$ cat src/rtl/seq_pkg.sv
// ---------------------------------------------------------------------------
// seq_pkg
// Shared types and constants for the instruction sequencer and its datapath.
//   state_t      : sequencer FSM states (3-bit encoding)
//   mem_src_t    : source select for the shared memory port address/data
//   ADDR_W/DATA_W: default memory address / data widths
//   INITIAL_ADDR : first fetch address, shared with the datapath PC reset
// ---------------------------------------------------------------------------
package seq_pkg;

    localparam int unsigned ADDR_W = 32;
    localparam int unsigned DATA_W = 32;

    localparam logic [ADDR_W-1:0] INITIAL_ADDR = ADDR_W'(16);

    typedef enum logic [2:0] {
        ST_RST    = 3'd0,
        ST_FETCH  = 3'd1,
        ST_DECODE = 3'd2,
        ST_MEM_LD = 3'd3,
        ST_MEM_ST = 3'd4,
        ST_EXEC   = 3'd5,
        ST_HALT   = 3'd6
    } state_t;

    typedef enum logic [1:0] {
        SRC_PC = 2'd0,
        SRC_LD = 2'd1,
        SRC_ST = 2'd2
    } mem_src_t;

    // States in which the memory port carries an outstanding request.
    function automatic logic is_req_state(input state_t s);
        return (s == ST_FETCH) || (s == ST_MEM_LD) || (s == ST_MEM_ST);
    endfunction

endpackage

$ cat src/rtl/instr_sequencer_if.sv
// ---------------------------------------------------------------------------
// instr_sequencer_if
// Shared memory port: a single req/ack channel carrying both instruction
// fetches and load/store traffic.
//   mem_req   : request valid, held until mem_ack
//   mem_we    : 1 = store, 0 = read
//   mem_addr  : request address, stable while mem_req = 1
//   mem_wdata : store data, stable while mem_req = 1
//   mem_ack   : completion; mem_rdata valid in the same cycle
//   mem_rdata : read data
// master = sequencer side, slave = memory side.
// ---------------------------------------------------------------------------
interface instr_sequencer_if #(
    parameter int unsigned ADDR_W = seq_pkg::ADDR_W,
    parameter int unsigned DATA_W = seq_pkg::DATA_W
);

    logic              mem_req;
    logic              mem_we;
    logic [ADDR_W-1:0] mem_addr;
    logic [DATA_W-1:0] mem_wdata;
    logic              mem_ack;
    logic [DATA_W-1:0] mem_rdata;

    modport master (
        output mem_req,
        output mem_we,
        output mem_addr,
        output mem_wdata,
        input  mem_ack,
        input  mem_rdata
    );

    modport slave (
        input  mem_req,
        input  mem_we,
        input  mem_addr,
        input  mem_wdata,
        output mem_ack,
        output mem_rdata
    );

endinterface

$ cat src/rtl/mem_port_mux.sv
// ---------------------------------------------------------------------------
// mem_port_mux
// Registers the memory request address, write enable and store data when the
// sequencer launches a request, so the bus stays stable for the whole
// request regardless of what the datapath does meanwhile.
//   clk, rst    : clock, async active-high reset
//   i_launch    : one-cycle strobe, capture on this edge
//   i_src       : which source to capture (PC fetch, load, store)
//   i_pc        : fetch address
//   i_ls_addr   : load/store address
//   i_st_data   : store data
//   o_addr      : registered request address
//   o_we        : registered write enable
//   o_wdata     : registered store data
// ---------------------------------------------------------------------------
module mem_port_mux
    import seq_pkg::*;
#(
    parameter int unsigned ADDR_W = seq_pkg::ADDR_W,
    parameter int unsigned DATA_W = seq_pkg::DATA_W
) (
    input  logic              clk,
    input  logic              rst,
    input  logic              i_launch,
    input  mem_src_t          i_src,
    input  logic [ADDR_W-1:0] i_pc,
    input  logic [ADDR_W-1:0] i_ls_addr,
    input  logic [DATA_W-1:0] i_st_data,
    output logic [ADDR_W-1:0] o_addr,
    output logic              o_we,
    output logic [DATA_W-1:0] o_wdata
);

    logic [ADDR_W-1:0] r_addr;
    logic              r_we;
    logic [DATA_W-1:0] r_wdata;

    // Capture request fields only at launch; store data is left alone on reads.
    always_ff @(posedge clk or posedge rst) begin
        if (rst) begin
            r_addr  <= '0;
            r_we    <= 1'b0;
            r_wdata <= '0;
        end else if (i_launch) begin
            unique case (i_src)
                SRC_PC: begin
                    r_addr <= i_pc;
                    r_we   <= 1'b0;
                end
                SRC_LD: begin
                    r_addr <= i_ls_addr;
                    r_we   <= 1'b0;
                end
                SRC_ST: begin
                    r_addr  <= i_ls_addr;
                    r_we    <= 1'b1;
                    r_wdata <= i_st_data;
                end
                default: begin
                    r_addr <= r_addr;
                end
            endcase
        end
    end

    assign o_addr  = r_addr;
    assign o_we    = r_we;
    assign o_wdata = r_wdata;

endmodule

$ cat src/rtl/instr_sequencer.sv
// ---------------------------------------------------------------------------
// instr_sequencer
// Multi-cycle fetch/decode/execute controller. Owns the shared memory port,
// latches the fetched instruction and load data, and produces the datapath
// ld / commit / pc_inc strobes.
//   clk             : system clock
//   reset_n         : async reset, active HIGH despite the name
//   program_counter : fetch address from the datapath
//   mem_loca        : load/store address from the datapath
//   st_data         : store data from the datapath
//   dec_is_load/dec_is_store/dec_halt : decoder flags, sampled in DECODE
//   mem             : shared memory port (master side)
//   instr           : latched instruction for the decoder
//   ld, ld_data     : load-data select and latched load data
//   commit, pc_inc  : one-cycle writeback / PC-advance strobes (EXEC)
//   halted, fault   : sticky halt and illegal-decode flags
// ---------------------------------------------------------------------------
module instr_sequencer
    import seq_pkg::*;
#(
    parameter int unsigned ADDR_W = seq_pkg::ADDR_W,
    parameter int unsigned DATA_W = seq_pkg::DATA_W
) (
    input  logic                clk,
    input  logic                reset_n,
    input  logic [ADDR_W-1:0]   program_counter,
    input  logic [ADDR_W-1:0]   mem_loca,
    input  logic [DATA_W-1:0]   st_data,
    input  logic                dec_is_load,
    input  logic                dec_is_store,
    input  logic                dec_halt,
    instr_sequencer_if.master   mem,
    output logic [DATA_W-1:0]   instr,
    output logic                ld,
    output logic [DATA_W-1:0]   ld_data,
    output logic                commit,
    output logic                pc_inc,
    output logic                halted,
    output logic                fault
);

    state_t            r_state;
    state_t            w_next;

    logic              w_launch;
    mem_src_t          w_src;
    logic              w_fault_set;
    logic              w_instr_we;
    logic              w_ld_data_we;
    logic              w_req_nxt;
    logic              w_commit_nxt;
    logic              w_ld_nxt;
    logic              w_halted_nxt;

    logic [DATA_W-1:0] r_instr;
    logic [DATA_W-1:0] r_ld_data;
    logic              r_req;
    logic              r_commit;
    logic              r_ld;
    logic              r_halted;
    logic              r_fault;

    logic [ADDR_W-1:0] w_addr;
    logic              w_we;
    logic [DATA_W-1:0] w_wdata;

    // State register.
    always_ff @(posedge clk or posedge reset_n) begin
        if (reset_n) begin
            r_state <= ST_RST;
        end else begin
            r_state <= w_next;
        end
    end

    // Next-state and registered-output decode. Outputs are computed from the
    // next state so they line up with the state they belong to.
    always_comb begin
        w_next       = r_state;
        w_launch     = 1'b0;
        w_src        = SRC_PC;
        w_fault_set  = 1'b0;
        w_instr_we   = 1'b0;
        w_ld_data_we = 1'b0;

        unique case (r_state)
            ST_RST: begin
                w_next = ST_FETCH;
            end
            ST_FETCH: begin
                if (mem.mem_ack) begin
                    w_instr_we = 1'b1;
                    w_next     = ST_DECODE;
                end
            end
            ST_DECODE: begin
                if (dec_halt) begin
                    w_next = ST_HALT;
                end else if (dec_is_load && dec_is_store) begin
                    w_fault_set = 1'b1;
                    w_next      = ST_HALT;
                end else if (dec_is_load) begin
                    w_next = ST_MEM_LD;
                end else if (dec_is_store) begin
                    w_next = ST_MEM_ST;
                end else begin
                    w_next = ST_EXEC;
                end
            end
            ST_MEM_LD: begin
                if (mem.mem_ack) begin
                    w_ld_data_we = 1'b1;
                    w_next       = ST_EXEC;
                end
            end
            ST_MEM_ST: begin
                if (mem.mem_ack) begin
                    w_next = ST_EXEC;
                end
            end
            ST_EXEC: begin
                w_next = ST_FETCH;
            end
            ST_HALT: begin
                w_next = ST_HALT;
            end
            default: begin
                w_next = ST_RST;
            end
        endcase

        // Launch the port registers only on entry to a request state.
        if (w_next != r_state) begin
            unique case (w_next)
                ST_FETCH: begin
                    w_launch = 1'b1;
                    w_src    = SRC_PC;
                end
                ST_MEM_LD: begin
                    w_launch = 1'b1;
                    w_src    = SRC_LD;
                end
                ST_MEM_ST: begin
                    w_launch = 1'b1;
                    w_src    = SRC_ST;
                end
                default: begin
                    w_launch = 1'b0;
                end
            endcase
        end

        w_req_nxt    = is_req_state(w_next);
        w_commit_nxt = (w_next == ST_EXEC);
        // EXEC reached from MEM_LD is the load's writeback cycle.
        w_ld_nxt     = (w_next == ST_MEM_LD) ||
                       ((w_next == ST_EXEC) && (r_state == ST_MEM_LD));
        w_halted_nxt = (w_next == ST_HALT);
    end

    // Registered outputs and data latches; reset clears everything at once,
    // which also abandons any outstanding request.
    always_ff @(posedge clk or posedge reset_n) begin
        if (reset_n) begin
            r_instr   <= '0;
            r_ld_data <= '0;
            r_req     <= 1'b0;
            r_commit  <= 1'b0;
            r_ld      <= 1'b0;
            r_halted  <= 1'b0;
            r_fault   <= 1'b0;
        end else begin
            if (w_instr_we) begin
                r_instr <= mem.mem_rdata;
            end
            if (w_ld_data_we) begin
                r_ld_data <= mem.mem_rdata;
            end
            r_req    <= w_req_nxt;
            r_commit <= w_commit_nxt;
            r_ld     <= w_ld_nxt;
            r_halted <= w_halted_nxt;
            r_fault  <= r_fault | w_fault_set;
        end
    end

    mem_port_mux #(
        .ADDR_W (ADDR_W),
        .DATA_W (DATA_W)
    ) u_mem_port_mux (
        .clk       (clk),
        .rst       (reset_n),
        .i_launch  (w_launch),
        .i_src     (w_src),
        .i_pc      (program_counter),
        .i_ls_addr (mem_loca),
        .i_st_data (st_data),
        .o_addr    (w_addr),
        .o_we      (w_we),
        .o_wdata   (w_wdata)
    );

    assign mem.mem_req   = r_req;
    assign mem.mem_we    = w_we;
    assign mem.mem_addr  = w_addr;
    assign mem.mem_wdata = w_wdata;

    assign instr   = r_instr;
    assign ld      = r_ld;
    assign ld_data = r_ld_data;
    assign commit  = r_commit;
    assign pc_inc  = r_commit;
    assign halted  = r_halted;
    assign fault   = r_fault;

endmodule

$ cat src/flat_wrapper.sv
// flat-port wrapper written by rule: the top's interface ports become plain ports
module instr_sequencer_flat import seq_pkg::*;
#(
    parameter int unsigned ADDR_W = seq_pkg::ADDR_W,
    parameter int unsigned DATA_W = seq_pkg::DATA_W
)
  (clk, reset_n, program_counter, mem_loca, st_data, dec_is_load, dec_is_store, dec_halt, instr, ld, ld_data, commit, pc_inc, halted, fault, mem_mem_req, mem_mem_we, mem_mem_addr, mem_mem_wdata, mem_mem_ack, mem_mem_rdata);
  instr_sequencer_if #(.ADDR_W(ADDR_W), .DATA_W(DATA_W)) mem_i ();
  input  logic clk;
  input  logic reset_n;
  input  logic [ADDR_W-1:0] program_counter;
  input  logic [ADDR_W-1:0] mem_loca;
  input  logic [DATA_W-1:0] st_data;
  input  logic dec_is_load;
  input  logic dec_is_store;
  input  logic dec_halt;
  output logic [DATA_W-1:0] instr;
  output logic ld;
  output logic [DATA_W-1:0] ld_data;
  output logic commit;
  output logic pc_inc;
  output logic halted;
  output logic fault;
  output wire logic [$bits(mem_i.mem_req)-1:0] mem_mem_req;
  output wire logic [$bits(mem_i.mem_we)-1:0] mem_mem_we;
  output wire logic [$bits(mem_i.mem_addr)-1:0] mem_mem_addr;
  output wire logic [$bits(mem_i.mem_wdata)-1:0] mem_mem_wdata;
  input wire logic [$bits(mem_i.mem_ack)-1:0] mem_mem_ack;
  input wire logic [$bits(mem_i.mem_rdata)-1:0] mem_mem_rdata;
  assign mem_mem_req = mem_i.mem_req;
  assign mem_mem_we = mem_i.mem_we;
  assign mem_mem_addr = mem_i.mem_addr;
  assign mem_mem_wdata = mem_i.mem_wdata;
  assign mem_i.mem_ack = mem_mem_ack;
  assign mem_i.mem_rdata = mem_mem_rdata;
  instr_sequencer #(.ADDR_W(ADDR_W), .DATA_W(DATA_W)) u_core (.clk(clk), .reset_n(reset_n), .program_counter(program_counter), .mem_loca(mem_loca), .st_data(st_data), .dec_is_load(dec_is_load), .dec_is_store(dec_is_store), .dec_halt(dec_halt), .mem(mem_i), .instr(instr), .ld(ld), .ld_data(ld_data), .commit(commit), .pc_inc(pc_inc), .halted(halted), .fault(fault));
endmodule
$ cat config.mk
export PLATFORM = sky130hd
export DESIGN_NAME = instr_sequencer_flat
export DESIGN_NICKNAME = d
export VERILOG_FILES = /design/src/rtl/seq_pkg.sv /design/src/rtl/instr_sequencer_if.sv /design/src/rtl/mem_port_mux.sv /design/src/rtl/instr_sequencer.sv /design/src/flat_wrapper.sv
export SDC_FILE = /design/constraint.sdc
export NUM_CORES = 1
export LEC_CHECK = 0
export ABC_AREA = 0
export BUFFER_PORTS_ARGS = -buffer_cell sky130_fd_sc_hd__buf_4
export CORE_MARGIN = 8
export CORE_UTILIZATION = 30
export CTS_BUF_LIST = sky130_fd_sc_hd__clkbuf_8
export CTS_CLUSTER_DIAMETER = 100
export DETAILED_ROUTE_END_ITERATION = 16
export HOLD_SLACK_MARGIN = 0.03
export PLACE_DENSITY_LB_ADDON = 0.2
export RECOVER_POWER = 50
export SETUP_SLACK_MARGIN = 0.02
export SLEW_MARGIN = 15
export SYNTH_ARGS = -nofsm -noshare
export SYNTH_HDL_FRONTEND = slang
export SYNTH_SLANG_ARGS = --single-unit
$ cat constraint.sdc
create_clock -name clk -period 13.49 [get_ports clk]
set_input_delay 2.698 -clock clk [delete_from_list [all_inputs] [get_ports clk]]
set_output_delay 2.698 -clock clk [all_outputs]
set_load 0.01 [all_outputs]
==> results of run 1 <==
[logic make-up after synthesis]
group	after synthesis	share of synthesized area, %
mux	161	34.2
flops	137	57.5
simple gates	28	2.81
buf+inv	24	2.92
compound gates	11	1.91
fa+ha+maj	3	0.630
[metal layers]
metal,global-route usage (%),vias up,share of wire [%]
met5,0,-,0
met1,14.0,1961,39
met2,21.8,156,49
li1,-,1826,-
met3,6.72,19,11
met4,4.90,0,1.5
[layout by cell type (no fill, tap or decap), drive strengths merged, types with 3 or more instances in the layout]
cell    netlist  routed
ha            3       3
inv           4       4
o21ai         3       3
dfrtp       137     137
nand2         3       3
nor2          7       7
clkinv        0       6
mux2        161     161
bufinv        0       6
nand2b        3       3
nor2b         4       4
buf           9     163
clkbuf       11     126
[critical path: cells and delay by family]
kind / cells / cell delay (ns)
and+or+nand+nor: 2 / 0.30
AOI/OAI and AO/OA: 2 / 0.59
buffers and inverters: 3 / 1.99
adders and majority gates: 1 / 0.31
muxes: 2 / 0.66
[where the power goes]
part	total (mW)	switching (mW)	internal (mW)
Clock	0.398	0.162	0.236
Combinational	0.944	0.426	0.517
Sequential	0.730	0.111	0.619
Total	2.07	0.699	1.37
[registers in the layout, summed over array words and instances (netlist names)]
register	count
u_core.ld	1
u_core.halted	1
u_core.r_state	3
u_core.u_mem_port_mux.o_we	1
u_core.instr	32
u_core.mem.mem_req	1
u_core.fault	1
u_core.commit	1
u_core.u_mem_port_mux.o_addr	32
u_core.u_mem_port_mux.o_wdata	32
u_core.ld_data	32
[worst paths after layout]
kind | end | slack, ns | cells past startpoint
max | u_core.u_mem_port_mux.o_addr[2] | 7.23 | 10
min | u_core.fault | 0.47 | 1
max reg2reg | u_core.u_mem_port_mux.o_addr[2] | 9.08 | 9
min reg2reg | u_core.fault | 0.47 | 1
max in group asynchronous | u_core.u_mem_port_mux.o_addr[5] | 8.48 | 3
min in group asynchronous | u_core.u_mem_port_mux.o_addr[2] | 3.05 | 2
[layout make-up]
class                      count  share of cell area, %
clock buffer                  17                   2.84
clock inverter                13                   2.78
sequential                   137                   41.7
inverter                       4                  0.198
tap                          265                   4.03
multi-input combinational    203                   28.6
timing repair buffer         272                   19.9
[metrics by stage]
| stage | hold slack [ns] | power, mW | setup slack [ns] | cell area (sq um) |
|---|---|---|---|---|
| 2_1_floorplan | 0.503 | 1.37 | 7.12 | 5960 |
| 3_3_place_gp | 0.455 | 1.81 | 7.42 | 8180 |
| 3_5_place_dp | 0.458 | 1.83 | 7.27 | 8180 |
| 4_1_cts | 0.475 | 2.24 | 7.77 | 8640 |
| 5_1_grt | 0.490 | 2.21 | 6.90 | 8230 |
| 6_report | 0.474 | 2.07 | 7.23 | 8230 |
==> key figures, run 1 <==
Die
  – I/O Pins: between 200 and 300
  – Initial Util: ~31%
  – Full die area: approximately 25000 sq um
  – Placeable Area: 19500 sq um
  – Width of the die: about 160 microns
  – Rows: between 50 and 60
  – Chip height: 157 microns

Synthesis
  – Top-count cell post-synth: dfrtp_1
  – Synthesized flop and latch total: 137
  – Post-synthesis cell type count: 32
  – Top post-synthesis cells by area: dfrtp_1, mux2_2, mux2_4
  – Ys flop type: dfrtp_1
  – Top cell type's share of synthesized area: 57.5%
  – Post-synth EDFFs: 0
  – Synth Net Count: 501
  – Area leader, netlist: dfrtp_1
  – Ys async rst share: 100%
  – Syn avg cell area: approximately 16 sq um
  – Synth Cell Area: between 5000 and 6000 sq um
  – Top cells by count, synth: dfrtp_1, mux2_2, mux2_4
  – Mapped Cells: approximately 360
  – Yosys warnings: 0
  – Sequential-to-total area share from yosys stat: 57.5%

Worst setup path
  – Critical Path End Type: flop
  – Most used cell, CP: clkbuf_1
  – Setup Crit Path Kind: in -> reg
  – Arrival time of the worst setup path: 6.58 ns
  – Slowest CP cell: clkbuf_1
  – Startpoint types: primary input
  – CP required: 13.81 ns
  – Crit path max fanout: 34
  – Reg2reg start: u_core.r_state[2]
  – CP Launch Point: mem_mem_ack
  – CP cell instances: clkbuf_1, nand4b_1, clkbuf_1, o221a_2, a211oi_4, nor2b_1, ha_1, buf_4, mux2_2, mux2_4
  – Slowest Stage Delay on Critical Path: 1.47 ns

Timing
  – Relative slew slack: -87.9%
  – Final worst-path cycle share: 46.4%
  – Setup TNS: 0 ns
  – Max-slew violations: 100
  – Slew @ Worst Pin: ~2.8 ns
  – RSZ-0062 raised after global routing: no
  – Final setup fails: 0
  – Final hold vios: 0
  – Worst Skew: approximately 0.014 ns
  – Fmax: 160 MHz
  – Tmin final: around 6.3 ns

Route
  – Routed wire per std cell: 17.8 microns
  – Initial DRC count: 91
  – Antenna Violating Nets Remaining: 0
  – WL final: 16300 microns
  – Vias post-DR: 3962
  – Via-per-instance ratio: about 4.3
  – # DRC: 0
  – Drt first pass iters: 4

Clock network
  – Total CTS buffers: 17
  – CTS tree: yes
  – Sink Count: 137
  – H-Tree Depth: 4
  – Reg clk slew, reported paths: 0.08 ns
  – CTS Hold Buffers Added: 0
  – Root Buffer: clkbuf_8
  – # Post-CTS Setup Buffers: 0
  – Longest Clk Path Bufs: 2
  – Post-cts resize count: 0
  – Worst skew pair latency: 0.44 ns

Status
  – Result of the run: finished, violations left
  – Failing checks: capacitance limit, slew limit

Cells and area
  – Final Instance Count excl. Fillers: roughly 910
  – Multi-input gate area in the final layout: 2350 sq um
  – Antenna diodes: 0
  – Layout cells sized above 1: around 56%
  – Layout Utilization: between 40% and 50%
  – Area grow syn2layout: 38.1%
  – Nets: 772
  – # fillers: 1882
  – Reg area: ~3400 sq um

Placement
  – I/O Buffers: 268
  – Gpl congestion: 0.750
  – HPWL after DPL: 12000 microns
  – Placed cell count: 881

Global route
  – Tot GR Track Use: a little over an eighth
  – Largest net degree at the start of global routing: 75
  – Vias in the first global route: 4510
  – Initial antenna violation count: 0
  – GR Overflow Total: 0
  – Global-route wire length before repair: 24900 microns

Min path
  – HP Start: u_core.fault
  – Hold WC Path Type: reg -> reg

Power and ir drop
  – Pwr/cell area: 252 nW/um^2
  – Lkg Pwr: about 3.8 nW
  – Maximum vdd ir drop: 0.0921 mV

Run
  – Max-cap violations: 2
(Power assumes the default switching activity.)
==> inputs of run 2 (changes only) <==
Clock period 13.49 ns to 6.35 ns, I/O delays scaled along.
==> key figures, run 2 (synthesized netlist as in run 1, its figures left out) <==
Die
  – Width of the die: 157 microns (unchanged)
  – Rows: 51 (unchanged)
  – Initial Util: 30.6% (unchanged)
  – I/O Pins: 269 (unchanged)
  – Full die area: 24600 sq um (unchanged)
  – Chip height: 157 microns (unchanged)
  – Placeable Area: 19500 sq um (unchanged)

Clock network
  – CTS tree: yes
  – H-Tree Depth: 4 (unchanged)
  – Longest Clk Path Bufs: 2 (unchanged)
  – Total CTS buffers: 17 (unchanged)
  – Worst skew pair latency: 0.43 ns (about the same)
  – Sink Count: 137 (unchanged)
  – # Post-CTS Setup Buffers: 0 (unchanged)
  – Post-cts resize count: 0 (unchanged)
  – Root Buffer: clkbuf_8
  – Reg clk slew, reported paths: 0.07 ns (about the same)
  – CTS Hold Buffers Added: 0 (unchanged)

Timing
  – Final worst-path cycle share: between 70% and 80%
  – Fmax: approximately 210 MHz
  – Final hold vios: 0 (unchanged)
  – Max-slew violations: 113 (+13%)
  – Final setup fails: 0 (unchanged)
  – Slew @ Worst Pin: 3.44 ns (+0.642 ns)
  – Worst Slack Setup Final: 1.54 ns (-5.69 ns)
  – Setup TNS: 0 ns (unchanged)
  – Relative slew slack: -131% (-43 points)
  – Tmin final: just under 5 ns
  – Worst Skew: 0.00837 ns (-0.00587 ns)
  – RSZ-0062 raised after global routing: no

Worst setup path
  – Most used cell, CP: clkbuf_1
  – Critical path's top delay family: buffers and inverters
  – CP Buf/Inv Count: 3 (unchanged)
  – Crit path max fanout: 34 (unchanged)
  – Reg-to-reg endpoint: u_core.u_mem_port_mux.o_addr[31]
  – Arrival time of the worst setup path: 5.12 ns (-1.46 ns)
  – CP required: 6.66 ns (-7.15 ns)
  – Critical Path End Type: flop
  – Slowest Stage Delay on Critical Path: 1.44 ns (-0.03 ns)
  – Worst R2R Path Depth: 9 (unchanged)
  – Reg2reg start: u_core.r_state[2]
  – Slowest CP cell: clkbuf_1
  – CP cell instances: clkbuf_1, nand4b_1, clkbuf_1, o221a_2, a211oi_4, nor2b_1, ha_1, buf_4, mux2_2, mux2_4
  – Setup Crit Path Kind: in -> reg
  – Startpoint types: primary input
  – Reg-to-reg slack, setup: 2.00 ns (-7.08 ns)

Global route
  – Top Usage Layer GRT: met2
  – Global Route met1 Usage: 13.9% (-0.15 points)
  – Global-route wire length before repair: 25000 microns (+0.50%)
  – Vias in the first global route: 4659 (+3.3%)
  – Initial antenna violation count: 0 (unchanged)
  – Met3 Use GR: 6.47% (-0.25 points)
  – Largest net degree at the start of global routing: 78 (+4.0%)
  – GR Overflow Total: 0 (unchanged)
  – Tot GR Track Use: 13.1% (-0.034 points)
  – Met2 usage: 22.5% (+0.68 points)

Placement
  – HPWL after DPL: 12000 microns (-0.54%)
  – Placement Setup Slack: 1.59 ns (-5.68 ns)
  – Dpl cell area: 8180 sq um (unchanged)
  – Gpl congestion: 0.751 (+0.15%)
  – I/O Buffers: 268 (unchanged)

Route
  – WL final: 16100 microns (-0.98%)
  – Via-per-instance ratio: 4.37 (+0.50%)
  – # DRC: 0 (unchanged)
  – Initial DRC count: 94 (+3.3%)
  – Antenna Violating Nets Remaining: 0 (unchanged)
  – Drt first pass iters: 7 (+3)
  – Routed wire per std cell: 17.7 microns (-1.1%)
  – Vias post-DR: 3986 (+0.61%)

Power and ir drop
  – Pwr/cell area: 527 nW/um^2 (+110%)
  – Total power: 4.34 mW (+110%)
  – Maximum vdd ir drop: 0.262 mV (+180%)
  – Lkg Pwr: 3.83 nW (+0.65%)

Min path
  – HP Start: u_core.fault
  – Hold WC Path Type: reg -> reg
  – WHS Endpoint: u_core.fault
  – Worst hold stages: 1 (unchanged)

Cells and area
  – Reg area: 3430 sq um (unchanged)
  – Antenna diodes: 0 (unchanged)
  – Area grow syn2layout: 38.0% (about the same)
  – Commonest non-fill, non-tap cell in the layout: buf_4
  – Multi-input gate area in the final layout: 2350 sq um (unchanged)
  – # fillers: 1880 (-0.11%)
  – Nets: 772 (unchanged)
  – Layout cells sized above 1: 58.1% (+2.1 points)
  – Most frequent cells in the layout: buf_4, dfrtp_1, mux2_2
  – Design area: 8230 sq um (about the same)

Status
  – Failing checks: capacitance limit, slew limit
  – Result of the run: finished, violations left

Run
  – Max-cap violations: 2 (unchanged)
[run 2: report_power, final]
group	total, mW	internal, mW	switching (mW)
Clock	0.742	0.406	0.336
Combinational	2.04	1.13	0.904
Sequential	1.56	1.32	0.242
Total	4.34	2.86	1.48
[run 2: layer usage]
metal  vias to the layer above  part of all wire [%]
met3                         8                    10
met1                      1999                    38
met2                       156                    51
met4                         0                  0.87
li1                       1823                     -
met5                         -                     0
[run 2: metrics by stage]
| stage | instances | utilization (%) | hold slack [ns] |
|---|---|---|---|
| global placement | 881 | 42.0 | 0.455 |
| global route | 912 | 42.3 | 0.519 |
| detailed placement | 881 | 42.0 | 0.460 |
| CTS | 912 | 44.1 | 0.478 |
| floorplan | 364 | - | 0.503 |
| finish | 912 | 42.3 | 0.473 |
[run 2: worst max-delay path by stage]
stage	to	slack [ns]	cells after the start	start
6_report	u_core.u_mem_port_mux.o_addr[31]	1.54	10	mem_mem_ack
5_1_grt	u_core.u_mem_port_mux.o_addr[1]	1.23	10	mem_mem_ack
4_1_cts	u_core.u_mem_port_mux.o_wdata[31]	2.07	10	mem_mem_ack
3_5_place_dp	u_core.u_mem_port_mux.o_wdata[31]	1.59	10	mem_mem_ack
3_3_place_gp	u_core.u_mem_port_mux.o_wdata[31]	1.70	10	mem_mem_ack
2_1_floorplan	u_core.commit	1.41	1	reset_n
[run 2: layout make-up]
| type | instances | share of cell area, % |
|---|---|---|
| sequential | 137 | 41.7 |
| multi-input combinational | 203 | 28.6 |
| timing repair buffer | 272 | 20.5 |
| tap | 265 | 4.03 |
| clock buffer | 19 | 3.18 |
| clock inverter | 12 | 1.84 |
| inverter | 4 | 0.198 |
[run 2: worst register-to-register path: cells and delay by family (launching register included)]
kind / cells / cell delay [ns]
flops: 1 / 0.49
mux: 2 / 0.67
fa+ha+maj: 1 / 0.31
compound gates: 2 / 0.59
buf+inv: 2 / 1.81
simple gates: 2 / 0.35
